### config.mk
export PLATFORM = sky130hd
export DESIGN_NAME = keypad_scan_ctrl
export DESIGN_NICKNAME = d
export VERILOG_FILES = /design/src/rtl/keypad_scan_ctrl.sv
export SDC_FILE = /design/constraint.sdc
export NUM_CORES = 1
export LEC_CHECK = 0
export BUFFER_PORTS_ARGS = -buffer_cell sky130_fd_sc_hd__buf_4
export CORE_MARGIN = 2
export CORE_UTILIZATION = 59
export DETAILED_ROUTE_END_ITERATION = 12
export GPL_TIMING_DRIVEN = 1
export PLACE_DENSITY_LB_ADDON = 0.08
export SYNTH_ARGS = -nofsm -noshare
export SYNTH_HDL_FRONTEND = slang
export SYNTH_SLANG_ARGS = --single-unit
### constraint.sdc
create_clock -name clk -period 4.5 [get_ports clk]
set_input_delay 0 -clock clk [delete_from_list [all_inputs] [get_ports clk]]
set_output_delay 0 -clock clk [all_outputs]
set_load 0.01 [all_outputs]
### src/rtl/keypad_scan_ctrl.sv
// keypad_scan_ctrl
//   Scan sequencer for the 4x4 calculator keypad. It walks one active-low row
//   at a time, samples the active-low columns near the end of each row dwell,
//   folds the four row samples into one frame result (none / single key /
//   several keys) and debounces presses and releases over whole frames. The
//   accepted key is encoded into the 8-bit code used by the calculator FSM
//   and shown together with a `pressed` level.
//
//   Parameters
//     SCAN_DIV   clocks each row is driven (>= 3)
//     DB_FRAMES  identical frames needed to accept a press or a release (1..15)
//
//   Ports
//     clk        in   system clock
//     rst        in   asynchronous active-high reset
//     col_n[3:0] in   keypad columns, active-low, asynchronous; bit 0 = left
//     row_n[3:0] out  keypad rows, one-hot active-low; bit 0 = top row
//     key_code   out  encoded key, 8'hFF when no key is held
//     pressed    out  high while a debounced key is held
//     key_strobe out  only when KEY_STROBE_EN is defined: one-clock pulse on
//                     the edge where pressed rises from a fresh press
//
//   Build option: define KEY_STROBE_EN to add the key_strobe port and logic.
module keypad_scan_ctrl #(
  parameter int SCAN_DIV  = 1000,
  parameter int DB_FRAMES = 4
) (
  input  logic       clk,
  input  logic       rst,
  input  logic [3:0] col_n,
  output logic [3:0] row_n,
  output logic [7:0] key_code,
  output logic       pressed
`ifdef KEY_STROBE_EN
  ,
  output logic       key_strobe
`endif
);

  localparam int                 DWELL_W    = $clog2(SCAN_DIV);
  localparam logic [DWELL_W-1:0] DWELL_LAST = DWELL_W'(SCAN_DIV - 1);
  localparam logic [3:0]         DB_LIM     = 4'(DB_FRAMES);

  localparam logic [1:0] ST_IDLE = 2'd0;
  localparam logic [1:0] ST_CAND = 2'd1;
  localparam logic [1:0] ST_HELD = 2'd2;
  localparam logic [1:0] ST_REL  = 2'd3;

  // Frame closure counts saturate at 2, so the count doubles as the result.
  localparam logic [1:0] RES_NONE   = 2'd0;
  localparam logic [1:0] RES_SINGLE = 2'd1;
  localparam logic [1:0] RES_MULTI  = 2'd2;

  logic [3:0]         col_s1_q, col_s2_q;
  logic [DWELL_W-1:0] dwell_q, dwell_d;
  logic [1:0]         row_idx_q, row_idx_d;
  logic [1:0]         acc_cnt_q, acc_cnt_d;
  logic [3:0]         acc_key_q, acc_key_d;
  logic [1:0]         state_q, state_d;
  logic [3:0]         cand_q, cand_d;
  logic [3:0]         cnt_q, cnt_d;
  logic [7:0]         key_code_q, key_code_d;
  logic               pressed_q, pressed_d;
  logic               clr_pend_q, clr_pend_d;

  logic [3:0] closures;
  logic [2:0] row_hits;
  logic [1:0] row_col;
  logic [2:0] hit_sum;
  logic [1:0] frame_res;
  logic [3:0] frame_key;
  logic       sample;
  logic       frame_end;
  logic [3:0] cnt_inc;
  logic       take_key;
  logic [3:0] take_idx;
  logic       drop_key;

  function automatic logic [7:0] code_of(input logic [3:0] idx);
    case (idx)
      4'd0:    code_of = 8'h01;
      4'd1:    code_of = 8'h02;
      4'd2:    code_of = 8'h03;
      4'd3:    code_of = 8'hF0;
      4'd4:    code_of = 8'h04;
      4'd5:    code_of = 8'h05;
      4'd6:    code_of = 8'h06;
      4'd7:    code_of = 8'hF1;
      4'd8:    code_of = 8'h07;
      4'd9:    code_of = 8'h08;
      4'd10:   code_of = 8'h09;
      4'd11:   code_of = 8'hF2;
      4'd12:   code_of = 8'hC0;
      4'd13:   code_of = 8'h00;
      4'd14:   code_of = 8'hE0;
      default: code_of = 8'hF3;
    endcase
  endfunction

  // Two-flop synchronizer on the asynchronous column inputs.
  always_ff @(posedge clk or posedge rst) begin
    if (rst) begin
      col_s1_q <= 4'hF;
      col_s2_q <= 4'hF;
    end else begin
      col_s1_q <= col_n;
      col_s2_q <= col_s1_q;
    end
  end

  // Closures seen in the current row and how they extend the frame tally.
  // The first single closure of a frame fixes the candidate key index.
  always_comb begin
    closures  = ~col_s2_q;
    row_hits  = {2'b00, closures[0]} + {2'b00, closures[1]} +
                {2'b00, closures[2]} + {2'b00, closures[3]};
    row_col   = closures[0] ? 2'd0 :
                closures[1] ? 2'd1 :
                closures[2] ? 2'd2 : 2'd3;
    hit_sum   = {1'b0, acc_cnt_q} + row_hits;
    frame_res = (hit_sum >= 3'd2) ? RES_MULTI : hit_sum[1:0];
    frame_key = (acc_cnt_q == 2'd0 && row_hits == 3'd1) ? {row_idx_q, row_col}
                                                         : acc_key_q;
    sample    = (dwell_q == DWELL_LAST);
    frame_end = sample && (row_idx_q == 2'd3);
  end

  // Free-running dwell and row counters plus the per-frame accumulators.
  always_comb begin
    dwell_d   = dwell_q + DWELL_W'(1);
    row_idx_d = row_idx_q;
    acc_cnt_d = acc_cnt_q;
    acc_key_d = acc_key_q;
    if (sample) begin
      dwell_d   = '0;
      row_idx_d = row_idx_q + 2'd1;
      if (frame_end) begin
        acc_cnt_d = 2'd0;
        acc_key_d = 4'd0;
      end else begin
        acc_cnt_d = frame_res;
        acc_key_d = frame_key;
      end
    end
  end

  // Debounce FSM, stepped once per frame. key_code is cleared one clock
  // after pressed falls so a consumer on negedge pressed still reads it.
  always_comb begin
    state_d    = state_q;
    cand_d     = cand_q;
    cnt_d      = cnt_q;
    key_code_d = key_code_q;
    pressed_d  = pressed_q;
    clr_pend_d = 1'b0;
    take_key   = 1'b0;
    take_idx   = cand_q;
    drop_key   = 1'b0;
    cnt_inc    = cnt_q + 4'd1;

    if (clr_pend_q) begin
      key_code_d = 8'hFF;
    end

    if (frame_end) begin
      case (state_q)
        ST_IDLE: begin
          if (frame_res == RES_SINGLE) begin
            cand_d = frame_key;
            cnt_d  = 4'd1;
            if (4'd1 >= DB_LIM) begin
              take_key = 1'b1;
              take_idx = frame_key;
            end else begin
              state_d = ST_CAND;
            end
          end
        end
        ST_CAND: begin
          if (frame_res == RES_SINGLE && frame_key == cand_q) begin
            cnt_d = cnt_inc;
            if (cnt_inc >= DB_LIM) begin
              take_key = 1'b1;
              take_idx = cand_q;
            end
          end else if (frame_res == RES_SINGLE) begin
            cand_d = frame_key;
            cnt_d  = 4'd1;
          end else begin
            state_d = ST_IDLE;
            cnt_d   = 4'd0;
          end
        end
        ST_HELD: begin
          if (!(frame_res == RES_SINGLE && frame_key == cand_q)) begin
            state_d = ST_REL;
            if (frame_res == RES_NONE) begin
              cnt_d = 4'd1;
              if (4'd1 >= DB_LIM) begin
                drop_key = 1'b1;
              end
            end else begin
              cnt_d = 4'd0;
            end
          end
        end
        default: begin
          if (frame_res == RES_NONE) begin
            cnt_d = cnt_inc;
            if (cnt_inc >= DB_LIM) begin
              drop_key = 1'b1;
            end
          end else if (frame_res == RES_SINGLE && frame_key == cand_q) begin
            state_d = ST_HELD;
            cnt_d   = 4'd0;
          end else begin
            cnt_d = 4'd0;
          end
        end
      endcase
    end

    if (take_key) begin
      state_d    = ST_HELD;
      cnt_d      = 4'd0;
      key_code_d = code_of(take_idx);
      pressed_d  = 1'b1;
    end

    if (drop_key) begin
      state_d    = ST_IDLE;
      cnt_d      = 4'd0;
      pressed_d  = 1'b0;
      clr_pend_d = 1'b1;
    end
  end

  // State registers for the scan counters, accumulators and FSM.
  always_ff @(posedge clk or posedge rst) begin
    if (rst) begin
      dwell_q    <= '0;
      row_idx_q  <= 2'd0;
      acc_cnt_q  <= 2'd0;
      acc_key_q  <= 4'd0;
      state_q    <= ST_IDLE;
      cand_q     <= 4'd0;
      cnt_q      <= 4'd0;
      key_code_q <= 8'hFF;
      pressed_q  <= 1'b0;
      clr_pend_q <= 1'b0;
    end else begin
      dwell_q    <= dwell_d;
      row_idx_q  <= row_idx_d;
      acc_cnt_q  <= acc_cnt_d;
      acc_key_q  <= acc_key_d;
      state_q    <= state_d;
      cand_q     <= cand_d;
      cnt_q      <= cnt_d;
      key_code_q <= key_code_d;
      pressed_q  <= pressed_d;
      clr_pend_q <= clr_pend_d;
    end
  end

`ifdef KEY_STROBE_EN
  // Only fresh acceptances pulse; a release bounce back to HELD does not
  // pass through take_key.
  logic key_strobe_q, key_strobe_d;

  always_comb begin
    key_strobe_d = take_key;
  end

  always_ff @(posedge clk or posedge rst) begin
    if (rst) begin
      key_strobe_q <= 1'b0;
    end else begin
      key_strobe_q <= key_strobe_d;
    end
  end

  assign key_strobe = key_strobe_q;
`endif

  assign row_n    = ~(4'b0001 << row_idx_q);
  assign key_code = key_code_q;
  assign pressed  = pressed_q;

endmodule
==> run_results.csv <==
group,metric,value,unit
yosys,seq_area_frac_synth,0.462,
routing,vias_per_cell,5.67,
layout,mostFrequentLayoutCells,"dfrtp_1, buf_4, inv_1, nand2_1, dfstp_2",
setup_path,critical_path_buf_inv_count,2,
placement,port_buffers,18,
setup_path,path_cells,"inv_1 > fa_1 > ha_1 > ha_1 > fa_1 > xnor2_1 > nor2b_1 > nand2_1 > nor2_1 > nor4b_4 > buf_4 > a211oi_1 > mux2_2",
clocking,clk_pin_slew,80,ps
clocking,post_cts_buffers,0,
yosys,avgSynthCellArea,10.2,um2
setup_path,crit_required,4680,ps
layout,final_common_cell,"dfrtp_1",
global_routing,track_usage,0.221,
sta,holdWs,355,ps
layout,drive_gt1_frac,0.209,
floorplanning,die-width,68.8,um
layout,nNetsFinal,288,
placement,routabilityCongestion,0.894,
setup_path,cpMaxStageDelayCell,"dfstp_2",
floorplanning,dieArea,4730,um2
layout,syn_to_final_growth,12.8,%
sta,finalHoldViolations,0,
yosys,netlist_instances,242,
clocking,htree_levels,2,
global_routing,antenna_found_initial,0,
layout,postLayoutCoreUtil,0.694,
global_routing,overflow,0,
setup_path,critical_path_class,"reg2reg",
floorplanning,die_h,68.8,um
power,power_density,268,nW/um2
global_routing,grt_pass1_vias,1740,
sta,min_period,3820,ps
setup_path,critPathMaxFanout,18,
floorplanning,initial_core_util,0.615,
sta,rsz0062_at_grt,"no",
yosys,synthTopCellsByArea,"dfrtp_1, dfstp_2, ha_1, inv_1, nand2_1",
setup_path,crit_arrival,4000,ps
layout,antenna_cells,0,
clocking,clk_path_buf_depth,2,
yosys,yosys.area.top_type,"dfrtp_1",
layout,fin_area,2800,um2
routing,wl_per_cell,14.5,um
routing,num_vias,1804,
yosys,netlist.area_leader.share,0.303,
layout,fillCellCount,315,
sta,tns,0,ps
placement,post-place-cells,305,
floorplanning,row_count,23,
setup_path,endpoint_kind,"flip-flop",
sta,slew_headroom,0.632,
setup_path,startpoint_type,"flip-flop",
floorplanning,io_pins,19,
sta,fmax,0.262,GHz
global_routing,grt_max_degree,46,
sta,fin_ws,684,ps
power,p_total,0.749,mW
global_routing,grt_pass1_wl,7650,um
routing,dr.pass1.iters,4,
placement,preCtsSetupSlack,710,ps
yosys,syn-cell-area,2480,um2
yosys,synth_cell_types,52,
placement,hpwlAfterDp,3340,um
clocking,clk_root_buffer_cell,"clkbuf_8",
power,ir_worst_vdd,0.177,mV
yosys,synthFlopType,"dfrtp_1",
yosys,async_flop_share,1.00,
run_status,outcome,"completed",
sta,setup_viol,0,
hold_path,hp-class,"reg2reg",
clocking,cts_tree,"built",
routing,antenna_left,0,
yosys,synth_edf_count,0,
layout,stdcell_count,318,
setup_path,slowest_delay,560,ps
clocking,clkLatencyLatePin,300,ps
sta,period_share,0.848,
yosys,syn-num-nets,263,
clocking,numClockSinks,45,
sta,worstMarginPinSlew,552,ps
flow_run,cap_violations,0,
yosys,ys_warn_count,0,
routing,drt_iter0_drc,131,
clocking,numCtsBuffers,5,
sta,finClkSkew,7.69,ps
placement,place_area,2660,um2
setup_path,crit_family,"adder cells",
floorplanning,core_region_area,4030,um2
routing,drcViolationCount,0,
power,leakage,1.23,nW
sta,slew_viol_final,0,
routing,wirelength,4620,um
yosys,ys_seq_elements,45,
[area by class of cell]
cell class	count	area, um2	share of cell area
Multi-Input combinational cell	169	1210	0.435
Sequential cell	45	1140	0.410
Timing Repair Buffer	26	208	0.0743
Clock buffer	8	90.1	0.0322
Inverter	20	75.1	0.0269
Tap cell	50	62.6	0.0224
[routing by layer]
metal  track usage  wire length [um]  up-vias
met2         0.370              2230       31
met4        0.0662                64        0
met1         0.280              2150      871
met3        0.0584               171        6
met5             0                 0        -
li1              -                 -      896
[logic make-up (layout without fill, tap and decap cells)]
| group | Yosys count | count (layout) | synth area share |
|---|---|---|---|
| AOI/OAI and AO/OA | 55 | 55 | 0.153 |
| and+or+nand+nor | 80 | 80 | 0.184 |
| muxes | 7 | 7 | 0.0298 |
| DFF | 45 | 45 | 0.462 |
| xor gates and xnor gates | 12 | 12 | 0.0424 |
| buffers and inverters | 28 | 54 | 0.0475 |
| adders and majority gates | 15 | 15 | 0.0818 |
[cells in the mapped netlist, drive strengths merged (2+ instances only)]
library cell,number
o311ai,2
nor3,12
fa,2
ha,13
nor2,13
mux2i,4
or3,2
xor2,7
and3,5
a22oi,4
o21a,3
nand2,20
o31ai,4
inv,20
mux2,3
nand4,2
nand3,6
buf,3
nor4,3
clkbuf,5
nor2b,7
xnor2,5
a21oi,14
o22ai,4
nand2b,3
and2,4
a31oi,2
dfstp,15
o21ai,12
dfrtp,30
[flip-flops by register name, summed over array words and instances, names as in the netlist, 4 cells and up]
register and flops:
dwell_q 10, key_code 7, acc_key_q 4, cand_q 4
cnt_q 4, col_s1_q 4, col_s2_q 4
[where the power goes]
| part | internal [mW] | switching, mW | leakage, nW |
|---|---|---|---|
| clock network | 0.125 | 0.129 | 0.0455 |
| logic | 0.0285 | 0.0529 | 0.620 |
| registers | 0.411 | 0.00181 | 0.561 |
[timing repair]
| item | in CTS | in global routing |
|---|---|---|
| hold endpoints to repair | 34 | 0 |
| resized for setup | 0 | 0 |
| hold buffers | 5 | 0 |
[worst paths after layout]
check	endpoint	from	slack, ps	cells past startpoint
worst max register to register	cnt_q[0]	col_s2_q[0]	680	13
worst min register to register	col_s2_q[3]	col_s1_q[3]	360	0
min in group asynchronous	dwell_q[0]	rst	380	4
max in group asynchronous	col_s2_q[0]	rst	3720	4
worst max-delay path	cnt_q[0]	col_s2_q[0]	680	13
worst min-delay path	col_s2_q[3]	col_s1_q[3]	360	0
(Power assumes the default switching activity.)
